$ cat config.mk
export PLATFORM = sky130hd
export DESIGN_NAME = posit_round_pipe
export DESIGN_NICKNAME = d
export VERILOG_FILES = /design/src/rtl/posit_defines_pkg.sv /design/src/rtl/posit_round_pipe_lfsr.sv /design/src/rtl/posit_round_pipe.sv
export SDC_FILE = /design/constraint.sdc
export NUM_CORES = 1
export LEC_CHECK = 0
export ABC_AREA = 1
export BUFFER_PORTS_ARGS = -buffer_cell sky130_fd_sc_hd__buf_2
export CAP_MARGIN = 15
export CELL_PAD_IN_SITES_DETAIL_PLACEMENT = 0
export CELL_PAD_IN_SITES_GLOBAL_PLACEMENT = 2
export CORE_ASPECT_RATIO = 1.4
export CORE_MARGIN = 2
export CORE_UTILIZATION = 30
export DETAILED_ROUTE_END_ITERATION = 7
export PLACE_DENSITY = 0.77
export SYNTH_ARGS = -nofsm -noshare
export SYNTH_HDL_FRONTEND = slang
export SYNTH_SLANG_ARGS = --single-unit
$ cat constraint.sdc
create_clock -name clk -period 3.6 [get_ports clk]
set_clock_uncertainty 0.2 [all_clocks]
set_input_delay 0.72 -clock clk [delete_from_list [all_inputs] [get_ports clk]]
set_output_delay 0.72 -clock clk [all_outputs]
set_load 0.005 [all_outputs]
$ cat src/rtl/posit_defines_pkg.sv
// Shared posit datapath definitions: aggregate widths,
// rounding mode codes and the LFSR reset value.
package posit_defines;

  typedef enum logic [1:0] {
    NORMAL,
    AADD,
    AMULT
  } pd_type;

  localparam logic [2:0] RZERO      = 3'd0;
  localparam logic [2:0] RNTE       = 3'd1;
  localparam logic [2:0] RPLUSINF   = 3'd2;
  localparam logic [2:0] RMININF    = 3'd3;
  localparam logic [2:0] STOCHASTIC = 3'd4;

  localparam logic [15:0] LFSR_RESET = 16'hACE1;

  function automatic int get_fraction_width(
    int n, int es, pd_type t
  );
    int fw;
    fw = n - es - 3;
    if (t == AMULT) return 2 * (fw + 1);
    if (t == AADD) return fw + 3;
    return fw;
  endfunction

  function automatic int get_scale_width(
    int n, int es, pd_type t
  );
    int sw;
    sw = $clog2((n - 1) << es) + 1;
    return (t == NORMAL) ? sw : sw + 1;
  endfunction

  function automatic int get_max_scale(int n, int es);
    return (n - 2) << es;
  endfunction

endpackage

$ cat src/rtl/posit_round_pipe_lfsr.sv
// 16-bit Fibonacci LFSR (x^16+x^14+x^13+x^11) used as
// the random source for stochastic rounding.
module posit_lfsr16
  import posit_defines::*;
(
  input  logic        clk,
  input  logic        rst_n,
  input  logic        step,
  input  logic        seed_we,
  input  logic [15:0] seed,
  output logic [15:0] q
);

  logic [15:0] lfsr_d;
  logic [15:0] lfsr_q;
  logic        fb;

  always_comb begin
    fb = lfsr_q[15] ^ lfsr_q[13]
       ^ lfsr_q[12] ^ lfsr_q[10];
    lfsr_d = lfsr_q;
    // a zero seed would lock the register up
    if (seed_we)
      lfsr_d = (seed == '0) ? LFSR_RESET : seed;
    else if (step)
      lfsr_d = {lfsr_q[14:0], fb};
  end

  always_ff @(posedge clk or negedge rst_n) begin
    if (!rst_n) lfsr_q <= LFSR_RESET;
    else        lfsr_q <= lfsr_d;
  end

  assign q = lfsr_q;

endmodule

$ cat src/rtl/posit_round_pipe.sv
// Two-stage elastic posit rounding stage: S1 decides the
// round-up, S2 applies it with scale saturation.
module posit_round_pipe
  import posit_defines::*;
#(
  parameter int     POSIT_WIDTH = 16,
  parameter int     POSIT_ES    = 1,
  parameter pd_type IN_PDT      = AMULT,
  localparam int SW_IN =
    get_scale_width(POSIT_WIDTH, POSIT_ES, IN_PDT),
  localparam int FW_IN =
    get_fraction_width(POSIT_WIDTH, POSIT_ES, IN_PDT),
  localparam int SW =
    get_scale_width(POSIT_WIDTH, POSIT_ES, NORMAL),
  localparam int FW =
    get_fraction_width(POSIT_WIDTH, POSIT_ES, NORMAL)
) (
  input  logic             clk,
  input  logic             rst_n,
  input  logic             in_valid,
  output logic             in_ready,
  input  logic             in_sign,
  input  logic [SW_IN-1:0] in_scale,
  input  logic [FW_IN-1:0] in_frac,
  input  logic             in_nar,
  input  logic             in_zero,
  input  logic [2:0]       in_rnd,
  input  logic             seed_we,
  input  logic [15:0]      seed,
  output logic             out_valid,
  input  logic             out_ready,
  output logic             out_sign,
  output logic [SW-1:0]    out_scale,
  output logic [FW-1:0]    out_frac,
  output logic             out_nar,
  output logic             out_zero,
  output logic             out_inexact
);

  localparam int DW   = FW_IN - FW;
  localparam int MAXS =
    get_max_scale(POSIT_WIDTH, POSIT_ES);
  localparam logic signed [SW_IN:0] MAXS_E =
    (SW_IN + 1)'(MAXS);
  localparam logic [DW-1:0] SMASK =
    DW'((32'd1 << (DW - 1)) - 32'd1);

  if (DW < 1 || DW > 16) begin : g_dw_chk
    $error("posit_round_pipe: DW must be 1..16");
  end

  typedef struct packed {
    logic             sign;
    logic [SW_IN-1:0] scale;
    logic [FW-1:0]    k;
    logic             up;
    logic             inex;
    logic             nar;
    logic             zero;
  } s1_t;

  typedef struct packed {
    logic          sign;
    logic [SW-1:0] scale;
    logic [FW-1:0] frac;
    logic          nar;
    logic          zero;
    logic          inex;
  } s2_t;

  logic        s1_v_d, s1_v_q;
  logic        s2_v_d, s2_v_q;
  s1_t         s1_d, s1_q;
  s2_t         s2_d, s2_q, res;
  logic        s1_ld, s2_ld, in_fire;
  logic [15:0] lfsr_q;
  logic        unused_lfsr;

  logic [FW-1:0]          k;
  logic [DW-1:0]          d;
  logic                   g, s, up;
  logic [FW:0]            sum;
  logic signed [SW_IN:0]  se;

  assign s2_ld    = !s2_v_q | out_ready;
  assign s1_ld    = !s1_v_q | s2_ld;
  assign in_ready = s1_ld;
  assign in_fire  = in_valid & s1_ld;

  posit_lfsr16 u_lfsr (
    .clk     (clk),
    .rst_n   (rst_n),
    .step    (in_fire),
    .seed_we (seed_we),
    .seed    (seed),
    .q       (lfsr_q)
  );

  assign unused_lfsr = ^lfsr_q;

  always_comb begin
    k  = in_frac[FW_IN-1 -: FW];
    d  = in_frac[DW-1:0];
    g  = d[DW-1];
    s  = |(d & SMASK);
    up = 1'b0;
    unique case (in_rnd)
      RZERO:      up = 1'b0;
      RPLUSINF:   up = !in_sign & (g | s);
      RMININF:    up = in_sign & (g | s);
      STOCHASTIC: up = lfsr_q[DW-1:0] < d;
      default:    up = g & (s | k[0]);
    endcase
  end

  always_comb begin
    s1_v_d = s1_ld ? in_valid : s1_v_q;
    s1_d   = s1_q;
    if (in_fire) begin
      s1_d.sign  = in_sign;
      s1_d.scale = in_scale;
      s1_d.k     = k;
      s1_d.up    = up;
      s1_d.inex  = g | s;
      s1_d.nar   = in_nar;
      s1_d.zero  = in_zero;
    end
  end

  always_comb begin
    res  = '0;
    sum  = {1'b0, s1_q.k}
         + {{FW{1'b0}}, s1_q.up};
    se   = $signed({s1_q.scale[SW_IN-1], s1_q.scale})
         + $signed({{SW_IN{1'b0}}, sum[FW]});
    res.sign = s1_q.sign;
    res.nar  = s1_q.nar;
    res.zero = s1_q.zero;
    res.inex = s1_q.inex;
    res.frac = sum[FW] ? '0 : sum[FW-1:0];
    // posits saturate instead of reaching zero or NaR
    if (se > MAXS_E) begin
      res.scale = SW'(MAXS_E);
      res.frac  = '1;
    end else if (se < -MAXS_E) begin
      res.scale = SW'(-MAXS_E);
      res.frac  = '0;
    end else begin
      res.scale = SW'(se);
    end
    if (s1_q.nar | s1_q.zero) begin
      res.scale = '0;
      res.frac  = '0;
      res.inex  = 1'b0;
    end
  end

  always_comb begin
    s2_v_d = s2_ld ? s1_v_q : s2_v_q;
    s2_d   = s2_q;
    if (s2_ld & s1_v_q) s2_d = res;
  end

  always_ff @(posedge clk or negedge rst_n) begin
    if (!rst_n) begin
      s1_v_q <= 1'b0;
      s2_v_q <= 1'b0;
      s1_q   <= '0;
      s2_q   <= '0;
    end else begin
      s1_v_q <= s1_v_d;
      s2_v_q <= s2_v_d;
      s1_q   <= s1_d;
      s2_q   <= s2_d;
    end
  end

  assign out_valid   = s2_v_q;
  assign out_sign    = s2_q.sign;
  assign out_scale   = s2_q.scale;
  assign out_frac    = s2_q.frac;
  assign out_nar     = s2_q.nar;
  assign out_zero    = s2_q.zero;
  assign out_inexact = s2_q.inex;

endmodule

==> results.py, run 1 <==
metrics = {
    "outcome": {
        "outcome": "completed",
    },
    "power_and_ir_drop": {
        "vdd_drop_max_uv": 213,
        "p_int_w": 0.00173,
        "swShare": 0.307,
        "p_switching_w": 0.000767,
        "combPwrFrac": 0.233,
        "p_leak_nw": 2.50,
        "p_clk_frac": 0.383,
        "seqPwrFrac": 0.384,
        "power_density_nw_per_um2": 537,
    },
    "synthesis": {
        "yosysSeqAreaShare": 0.426,
        "synth_cells": 508,
        "synth.net_count": 585,
        "synth_cell_types": 35,
        "yosysWarnings": 0,
        "syn-cell-area_sq_um": 3780,
        "avgSynthCellArea_sq_um": 7.44,
        "synth-seq-cells": 64,
    },
    "timing": {
        "finalHoldViolCount": 0,
        "period_share": 0.889,
        "slew_viol_final": 0,
        "slew-limit-headroom": 0.542,
        "hold-worst-slack_ns": 0.228,
        "tightest_slew_ns": 0.682,
        "setup_viol": 0,
        "period_minus_slack_ns": 3.20,
        "final.setup.tns_ns": 0,
        "fmax_mhz": 312,
        "rsz0062_at_grt": "false",
    },
    "floorplanning": {
        "io_pins": 84,
        "die_area_sq_um": 13500,
        "dieHeight_microns": 137,
        "fp-row-count": 48,
        "coreArea_sq_um": 12300,
        "die_w_microns": 98.9,
        "start_util": 0.307,
    },
    "final_layout": {
        "final_common_cell": "nand2_1",
        "area_growth_pct": 23.0,
        "finish.instance_area_sq_um": 4650,
        "layout_common_cells": "173 x nand2_1, 83 x buf_2, 58 x inv_1, 56 x dfrtp_1, 38 x nor2_1",
        "num_antenna_cells": 0,
        "nNetsFinal": 669,
        "drive_gt1_frac": 0.230,
    },
    "drt": {
        "wl_mm": 10.6,
        "vias": 3501,
        "drc_errors": 0,
        "ant_nets": 0,
        "drtIter0Drc": 86,
        "avgViaCountPerCell": 4.69,
        "drt_pass1_iterations": 4,
        "avgRoutedWirePerCell_microns": 14.2,
    },
    "place": {
        "placement.cell_area_sq_um": 4330,
        "dp_hpwl_mm": 8.14,
        "portBuffers": 83,
        "gp_congestion": 0.807,
    },
    "clock_network": {
        "clkTransAtPathRegs_ns": 0.06,
        "ctsHoldBuffers": 0,
        "cts_made_buffers": 9,
        "cts_setup_buffers": 0,
        "htreeDepth": 3,
        "clockRootBuffer": "clkbuf_16",
        "post_cts_resized": 0,
        "clkSinkCount": 64,
        "cts_buffer_depth": 2,
        "worstSkewPairLatency_ns": 0.33,
        "cts_tree": "built",
    },
    "global_route": {
        "antenna_found_initial": 0,
        "grt-ovfl-total": 0,
        "grt_pass1_vias": 3733,
        "grt_max_degree": 49,
        "grt_usage": 0.165,
        "grt_pass1_wl_mm": 17.5,
    },
    "critical_path": {
        "end_kind": "flip-flop",
        "worstPathMaxFanout": 17,
        "cp-start-kind": "flip-flop",
        "cp.arrival_ns": 3.22,
        "critical_path_class": "flip-flop to flip-flop",
        "worst_ep_required_time_ns": 3.62,
    },
    "run": {
        "maxCapViolCount": 0,
    },
    "worst_hold_path": {
        "holdCritPathClass": "primary input to async pin",
    },
}
-- power groups by stage --
stage	sequential [W]	combinational [W]	clock [W]
2_1_floorplan	0.000956	0.000374	0
3_3_place_gp	0.000974	0.000587	0
3_5_place_dp	0.000975	0.000594	0
4_1_cts	0.000963	0.000599	0.000976
5_1_grt	0.000977	0.000675	0.00101
6_report	0.000960	0.000583	0.000956
-- worst max-delay path, cell delays in order (launching register included) --
cell	delay, ns
dfrtp_1	0.35
ha_1	0.17
ha_1	0.18
nand2_1	0.05
nor2_1	0.16
nand2_1	0.11
nor2_1	0.18
nand2_1	0.09
nor4_1	0.22
ha_1	0.25
ha_1	0.28
nand3_1	0.13
nand2_1	0.07
nand2_1	0.08
nand3_1	0.10
nand3_2	0.09
nand2_4	0.17
nand2_1	0.09
nand2_1	0.06
nand2_1	0.06
-- through the flow --
step | util | setup WS (ns) | instances | total power [W]
floorplan | - | 0.728 | 508 | 0.00133
CTS | 0.378 | 0.388 | 746 | 0.00254
finish | 0.378 | 0.398 | 746 | 0.00250
global route | 0.378 | 0.00215 | 746 | 0.00266
detailed placement | 0.352 | 0.401 | 731 | 0.00157
global placement | 0.352 | 0.495 | 731 | 0.00156
-- routing by layer --
metal | vias to the layer above | GRT usage | part of all wire
met5 | - | 0 | 0
met4 | 0 | 0.0594 | 0.020
met3 | 13 | 0.0358 | 0.041
met2 | 75 | 0.315 | 0.54
met1 | 1626 | 0.178 | 0.40
li1 | 1787 | - | -
-- synth_stat cells --
cell type,count,area [sq um]
buf_8,1,15.0
xnor2_1,4,35.0
inv_2,1,3.75
dfstp_2,8,210
clkinv_1,1,3.75
buf_2,3,15.0
o21ai_4,1,16.3
buf_12,1,20.0
nand2_1,173,649
o311ai_0,3,26.3
nor2_2,4,25.0
xor2_1,4,35.0
nand4_1,9,56.3
nand3_2,2,20.0
a21boi_0,1,7.51
nor2_1,38,143
a21oi_1,14,70.1
nand2_2,13,81.3
clkbuf_1,7,26.3
nor4_1,2,12.5
nor3_1,15,75.1
o221a_2,2,22.5
o21ai_0,31,155
buf_1,2,7.51
nand3_1,25,125
buf_4,1,7.51
inv_1,58,218
o31ai_1,1,7.51
o21bai_1,1,7.51
o22ai_1,4,25.0
nand2_4,2,22.5
or2_2,2,12.5
o21a_1,1,7.51
dfrtp_1,56,1400
ha_1,17,213
-- worst paths after layout --
check	cells after the start	slack, ns	to	startpoint
min in group clk	2	0.27	out_frac[8]$_DFFE_PN0P_	out_frac[8]$_DFFE_PN0P_
max	19	0.40	out_frac[0]$_DFFE_PN0P_	s1_q[3]$_DFFE_PN0P_
max in group asynchronous	2	2.24	out_frac[11]$_DFFE_PN0P_	rst_n
min reg2reg	2	0.27	out_frac[8]$_DFFE_PN0P_	out_frac[8]$_DFFE_PN0P_
min	1	0.23	u_lfsr.q[2]$_DFFE_PN0P_	rst_n
max reg2reg	19	0.40	out_frac[0]$_DFFE_PN0P_	s1_q[3]$_DFFE_PN0P_
-- flip-flops by register name, summed over array words and instances (netlist names) --
signal	flops
out_zero	1
s1_v_q	1
out_sign	1
out_scale	6
res	3
out_frac	12
out_inexact	1
u_lfsr.q	16
out_nar	1
s1_q	21
out_valid	1
-- cell families after synthesis --
| kind of cell | after synthesis | share of synthesized area |
|---|---|---|
| XOR/XNOR | 8 | 0.0185 |
| AND/OR/NAND/NOR | 285 | 0.324 |
| buffers and inverters | 75 | 0.0838 |
| adder cells (fa/ha/maj) | 17 | 0.0563 |
| AO/OA/AOI/OAI | 59 | 0.0914 |
| flip-flops | 64 | 0.426 |
-- area by class of cell --
class | count | area [sq um]
Sequential cell | 64 | 1610
Timing Repair Buffer | 88 | 453
Clock buffer | 12 | 256
Inverter | 60 | 225
Multi-Input combinational cell | 369 | 1850
Clock inverter | 3 | 65.1
Tap cell | 150 | 188
Fill cell | 1353 | 7660
(Power assumes the default switching activity.)
==> inputs of run 2 (changes only) <==
--- a/config.mk
+++ b/config.mk
@@ -10,7 +10,7 @@
 export CAP_MARGIN = 15
 export CELL_PAD_IN_SITES_DETAIL_PLACEMENT = 0
 export CELL_PAD_IN_SITES_GLOBAL_PLACEMENT = 2
-export CORE_ASPECT_RATIO = 1.4
+export CORE_ASPECT_RATIO = 1.5
 export CORE_MARGIN = 2
 export CORE_UTILIZATION = 30
 export DETAILED_ROUTE_END_ITERATION = 7
==> results.py, run 2 (synthesized netlist as in run 1, its figures left out) <==
metrics = {
    "critical_path": {
        "cp.arrival_ns": 3.24,
        "crit_buf_inv": 0,
        "r2r_cells": 19,
        "cpMostUsedCell": "nand2_1",
        "critPathSlowestCell": "dfrtp_1",
        "cp-startpoint": "s1_q[4]$_DFFE_PN0P_",
        "worstPathMaxFanout": 17,
        "r2r_setup_slack_ns": 0.38,
        "endpoint": "out_frac[10]$_DFFE_PN0P_",
        "critical_path.cell_chain": "ha_1, ha_1, nand2_1, nor2_1, nand2_1, nor2_1, nand2_1, nor4_1, ha_1, ha_1, nand3_1, nand2_1, nand2_1, nand3_1, nand3_2, nand2_4, nand2_1, nand2_1, nand2_1",
        "cp-start-kind": "flip-flop",
        "path_depth": 19,
        "crit_family": "simple AND/OR/NAND/NOR gates",
        "end_kind": "flip-flop",
        "max_stage_delay_ns": 0.35,
        "worst_ep_required_time_ns": 3.62,
        "rr_endpoint": "out_frac[10]$_DFFE_PN0P_",
        "r2r-start": "s1_q[4]$_DFFE_PN0P_",
        "critical_path_class": "flip-flop to flip-flop",
    },
    "outcome": {
        "outcome": "completed",
    },
    "clock_network": {
        "post_cts_resized": 0,
        "clkSinkCount": 64,
        "htreeDepth": 3,
        "ctsHoldBuffers": 0,
        "cts_setup_buffers": 0,
        "cts_tree": "built",
        "clkTransAtPathRegs_ns": 0.06,
        "cts_buffer_depth": 2,
        "clockRootBuffer": "clkbuf_16",
        "worstSkewPairLatency_ns": 0.33,
        "cts_made_buffers": 9,
    },
    "final_layout": {
        "largest_reg_flops": 21,
        "drive_gt1_frac": 0.233,
        "multi_input_area_sq_um": 1850,
        "fillers": 1334,
        "seq_area_sq_um": 1610,
        "nNetsFinal": 669,
        "layout_common_cells": "173 x nand2_1, 83 x buf_2, 58 x inv_1, 56 x dfrtp_1, 38 x nor2_1",
        "area_growth_pct": 23.6,
        "final_common_cell": "nand2_1",
        "num_antenna_cells": 0,
        "regMostFlops": "s1_q",
    },
    "timing": {
        "period_minus_slack_ns": 3.22,
        "fmax_mhz": 310,
        "setup_viol": 0,
        "tightest_slew_ns": 0.759,
        "final.setup.tns_ns": 0,
        "period_share": 0.895,
        "finalHoldViolCount": 0,
        "hold-worst-slack_ns": 0.260,
        "rsz0062_at_grt": "false",
        "slew-limit-headroom": 0.494,
        "slew_viol_final": 0,
    },
    "place": {
        "dp_hpwl_mm": 7.67,
        "gp_congestion": 0.844,
        "portBuffers": 83,
    },
    "floorplanning": {
        "coreArea_sq_um": 12400,
        "die_w_microns": 95.6,
        "fp-row-count": 50,
        "die_area_sq_um": 13500,
        "dieHeight_microns": 141,
        "io_pins": 84,
        "start_util": 0.305,
    },
    "run": {
        "maxCapViolCount": 0,
    },
    "drt": {
        "drtIter0Drc": 86,
        "avgRoutedWirePerCell_microns": 13.0,
        "wl_mm": 9.77,
        "ant_nets": 0,
        "drc_errors": 0,
        "avgViaCountPerCell": 4.59,
        "drt_pass1_iterations": 4,
        "vias": 3459,
    },
    "worst_hold_path": {
        "holdCritPathClass": "primary input to async pin",
    },
    "global_route": {
        "grt-ovfl-total": 0,
        "grt_pass1_wl_mm": 16.1,
        "antenna_found_initial": 0,
        "grt_pass1_vias": 3426,
        "grt_max_degree": 49,
        "grt_usage": 0.152,
    },
    "power_and_ir_drop": {
        "power_density_nw_per_um2": 528,
        "vdd_drop_max_uv": 207,
        "power_w": 0.00246,
        "p_leak_nw": 2.50,
    },
}
==> run 2: worst min-delay path by stage <==
stage / depth (start not counted) / slack [ns] / start / end
finish: 1 / 0.26 / rst_n / s1_q[21]$_DFFE_PN0P_
global route: 2 / 0.30 / out_frac[7]$_DFFE_PN0P_ / out_frac[7]$_DFFE_PN0P_
CTS: 1 / 0.28 / rst_n / s1_q[21]$_DFFE_PN0P_
detailed placement: 2 / 0.26 / out_scale[2]$_DFFE_PN0P_ / out_scale[2]$_DFFE_PN0P_
global placement: 2 / 0.26 / out_frac[4]$_DFFE_PN0P_ / out_frac[4]$_DFFE_PN0P_
floorplan: 0 / 0.22 / rst_n / out_frac[0]$_DFFE_PN0P_
==> run 2: cell type report <==
type                            count  area share
Multi-Input combinational cell    369       0.396
Sequential cell                    64       0.345
Timing Repair Buffer               88      0.0997
Clock buffer                       10      0.0512
Inverter                           60      0.0482
Tap cell                          156      0.0418
Clock inverter                      6      0.0177
==> run 2: per-stage QoR <==
| step | cell area, sq um | setup WS, ns | util | instances |
|---|---|---|---|---|
| 2_1_floorplan | 3780 | 0.728 | - | 508 |
| 3_3_place_gp | 4350 | 0.457 | 0.351 | 737 |
| 3_5_place_dp | 4350 | 0.325 | 0.351 | 737 |
| 4_1_cts | 4670 | 0.329 | 0.377 | 753 |
| 5_1_grt | 4670 | 0.00905 | 0.377 | 753 |
| 6_report | 4670 | 0.379 | 0.377 | 753 |
==> run 2: power breakdown <==
| group | internal (W) | switching, W | total [W] |
|---|---|---|---|
| registers | 0.000862 | 0.0000887 | 0.000951 |
| logic | 0.000232 | 0.000340 | 0.000572 |
| clock network | 0.000621 | 0.000321 | 0.000942 |
| total | 0.00171 | 0.000750 | 0.00246 |
==> run 2: layer usage <==
| metal | part of all wire | vias up | global-route usage | wire length (microns) |
|---|---|---|---|---|
| li1 | - | 1793 | - | - |
| met1 | 0.43 | 1583 | 0.182 | 4180 |
| met2 | 0.52 | 73 | 0.271 | 5070 |
| met3 | 0.037 | 10 | 0.0202 | 363 |
| met4 | 0.017 | 0 | 0.0586 | 163 |
| met5 | 0 | - | 0 | 0 |
==> run 2: worst reg2reg max path: stages (launching register included) <==
cell     delay [ns]
dfrtp_1        0.35
ha_1           0.16
ha_1           0.18
nand2_1        0.05
nor2_1         0.15
nand2_1        0.11
nor2_1         0.17
nand2_1        0.10
nor4_1         0.24
ha_1           0.25
ha_1           0.28
nand3_1        0.13
nand2_1        0.08
nand2_1        0.09
nand3_1        0.11
nand3_2        0.10
nand2_4        0.16
nand2_1        0.08
nand2_1        0.06
nand2_1        0.06
==> inputs of run 3 (changes only) <==
==> constraint.sdc (replaced) <==
create_clock -name clk -period 3.6 [get_ports clk]
set_clock_uncertainty 0.2 [all_clocks]
set_input_delay 0.18 -clock clk [delete_from_list [all_inputs] [get_ports clk]]
set_output_delay 0.18 -clock clk [all_outputs]
set_load 0.005 [all_outputs]
==> results.py, run 3 (synthesized netlist as in run 1, its figures left out) <==
metrics = {
    "final_layout": {
        "regMostFlops": "s1_q",
        "area_growth_pct": 33.8,
        "largest_reg_flops": 21,
        "drive_gt1_frac": 0.219,
        "num_antenna_cells": 0,
        "instances_no_fill": 792,
        "nNetsFinal": 708,
        "final_common_cell": "nand2_1",
        "layout_common_cells": "173 x nand2_1, 83 x buf_2, 58 x inv_1, 56 x dfrtp_1, 40 x dlygate4sd3_1",
    },
    "global_route": {
        "grt_usage": 0.157,
        "grt_pass1_vias": 3482,
        "grt-ovfl-total": 0,
        "grt_max_degree": 49,
        "grt_pass1_wl_mm": 16.5,
        "antenna_found_initial": 0,
    },
    "drt": {
        "avgRoutedWirePerCell_microns": 12.7,
        "ant_nets": 0,
        "wl_met1_mm": 4.23,
        "drc_errors": 0,
        "routed-wl-met3_microns": 401,
        "avgViaCountPerCell": 4.49,
        "met2_length_mm": 5.36,
        "wl_mm": 10.1,
        "drtIter0Drc": 139,
        "vias": 3558,
        "top_layer_used": "met4",
        "drt_pass1_iterations": 4,
    },
    "floorplanning": {
        "io_pins": 84,
        "die_area_sq_um": 13500,
        "start_util": 0.305,
        "fp-row-count": 50,
        "coreArea_sq_um": 12400,
        "die_w_microns": 95.6,
        "dieHeight_microns": 141,
    },
    "timing": {
        "period_share": 0.896,
        "setup_viol": 0,
        "slew-limit-headroom": 0.487,
        "rsz0062_at_grt": "false",
        "layout_setup_ws_ns": 0.376,
        "fmax_mhz": 310,
        "period_minus_slack_ns": 3.22,
        "final.setup.tns_ns": 0,
        "slew_viol_final": 0,
        "tightest_slew_ns": 0.770,
        "finalHoldViolCount": 0,
    },
    "critical_path": {
        "critical_path.cell_chain": "ha_1, ha_1, nand2_1, nor2_1, nand2_1, nor2_1, nand2_1, nor4_2, ha_1, ha_1, nand3_1, nand2_1, nand2_1, nand3_1, nand3_2, nand2_4, nand2_1, nand2_1, nand2_1",
        "crit_family": "simple AND/OR/NAND/NOR gates",
        "cpMostUsedCell": "nand2_1",
        "critical_path_class": "flip-flop to flip-flop",
        "end_kind": "flip-flop",
        "cp-start-kind": "flip-flop",
        "cp.arrival_ns": 3.24,
        "critPathSlowestCell": "dfrtp_1",
        "crit_buf_inv": 0,
        "max_stage_delay_ns": 0.34,
        "worstPathMaxFanout": 17,
        "worst_ep_required_time_ns": 3.62,
    },
    "clock_network": {
        "clkSinkCount": 64,
        "cts_setup_buffers": 0,
        "cts_made_buffers": 9,
        "cts_tree": "built",
        "htreeDepth": 3,
        "worstSkewPairLatency_ns": 0.33,
        "cts_buffer_depth": 2,
        "clockRootBuffer": "clkbuf_16",
        "clkTransAtPathRegs_ns": 0.06,
    },
    "outcome": {
        "outcome": "completed",
    },
    "place": {
        "placed_cells": 736,
        "place_ws_ns": 0.283,
        "portBuffers": 83,
        "dp_hpwl_mm": 7.63,
        "gp_congestion": 0.866,
    },
    "power_and_ir_drop": {
        "p_leak_nw": 2.65,
        "vdd_drop_max_uv": 245,
        "power_density_nw_per_um2": 491,
    },
    "run": {
        "maxCapViolCount": 0,
    },
    "worst_hold_path": {
        "holdCritPathClass": "primary input to flip-flop",
    },
}
-- run 3: cell count changes in the layout (fill, tap and decap cells not counted) --
cell and delta:
buf_12 -1, clkbuf_8 -1, clkinv_2 -2, clkinv_4 +1, clkinvlp_4 +2, dlygate4sd3_1 +40, nor4_1 -1, nor4_2 +1
-- run 3: what timing repair did --
action                                  in CTS  in global routing
hold buffers                                40                  0
endpoints found under the hold margin       62                  0
resized for setup                            0                  1
endpoints found under the setup margin       0                 15
-- run 3: power breakdown --
group          switching [W]  leakage [nW]  internal [W]
Sequential         0.0000881         0.778      0.000862
Combinational       0.000346          1.72      0.000258
Clock               0.000326         0.148      0.000605
Total               0.000759          2.65       0.00172
-- run 3: cell type report --
cell class                      count  area, sq um
Sequential cell                    64         1610
Clock buffer                        9          225
Inverter                           60          225
Timing Repair Buffer              127          846
Tap cell                          156          195
Fill cell                        1329         7330
Multi-Input combinational cell    369         1860
Clock inverter                      7         96.3
-- run 3: final timing paths --
check,startpoint,end,slack (ns),depth (start not counted)
max reg2reg,s1_q[3]$_DFFE_PN0P_,out_frac[1]$_DFFE_PN0P_,0.38,19
max,s1_q[3]$_DFFE_PN0P_,out_frac[1]$_DFFE_PN0P_,0.38,19
min in group asynchronous,rst_n,s1_q[21]$_DFFE_PN0P_,0.26,2
min reg2reg,out_frac[6]$_DFFE_PN0P_,out_frac[6]$_DFFE_PN0P_,0.27,2
min,in_rnd[1],s1_q[3]$_DFFE_PN0P_,0.07,5
max in group asynchronous,rst_n,out_frac[2]$_DFFE_PN0P_,2.01,3
-- run 3: per-layer routing --
metal	track usage	vias to the layer above
met5	0	-
met1	0.183	1600
met4	0.0421	0
met2	0.284	85
met3	0.0361	6
li1	-	1867
-- run 3: tightest hold or removal path: cells and delay by family --
family	cells	cell delay [ns]
buffers and inverters	2	0.14
and+or+nand+nor	3	0.23
-- run 3: metrics by stage --
stage	utilization	instance area, sq um	hold WS (ns)	total power (W)
5_1_grt	0.408	5060	0.0708	0.00267
3_5_place_dp	0.349	4330	0.0920	0.00154
6_report	0.408	5060	0.0662	0.00248
3_3_place_gp	0.349	4330	0.0851	0.00154
4_1_cts	0.408	5050	0.0588	0.00253
2_1_floorplan	-	3780	-0.316	0.00133
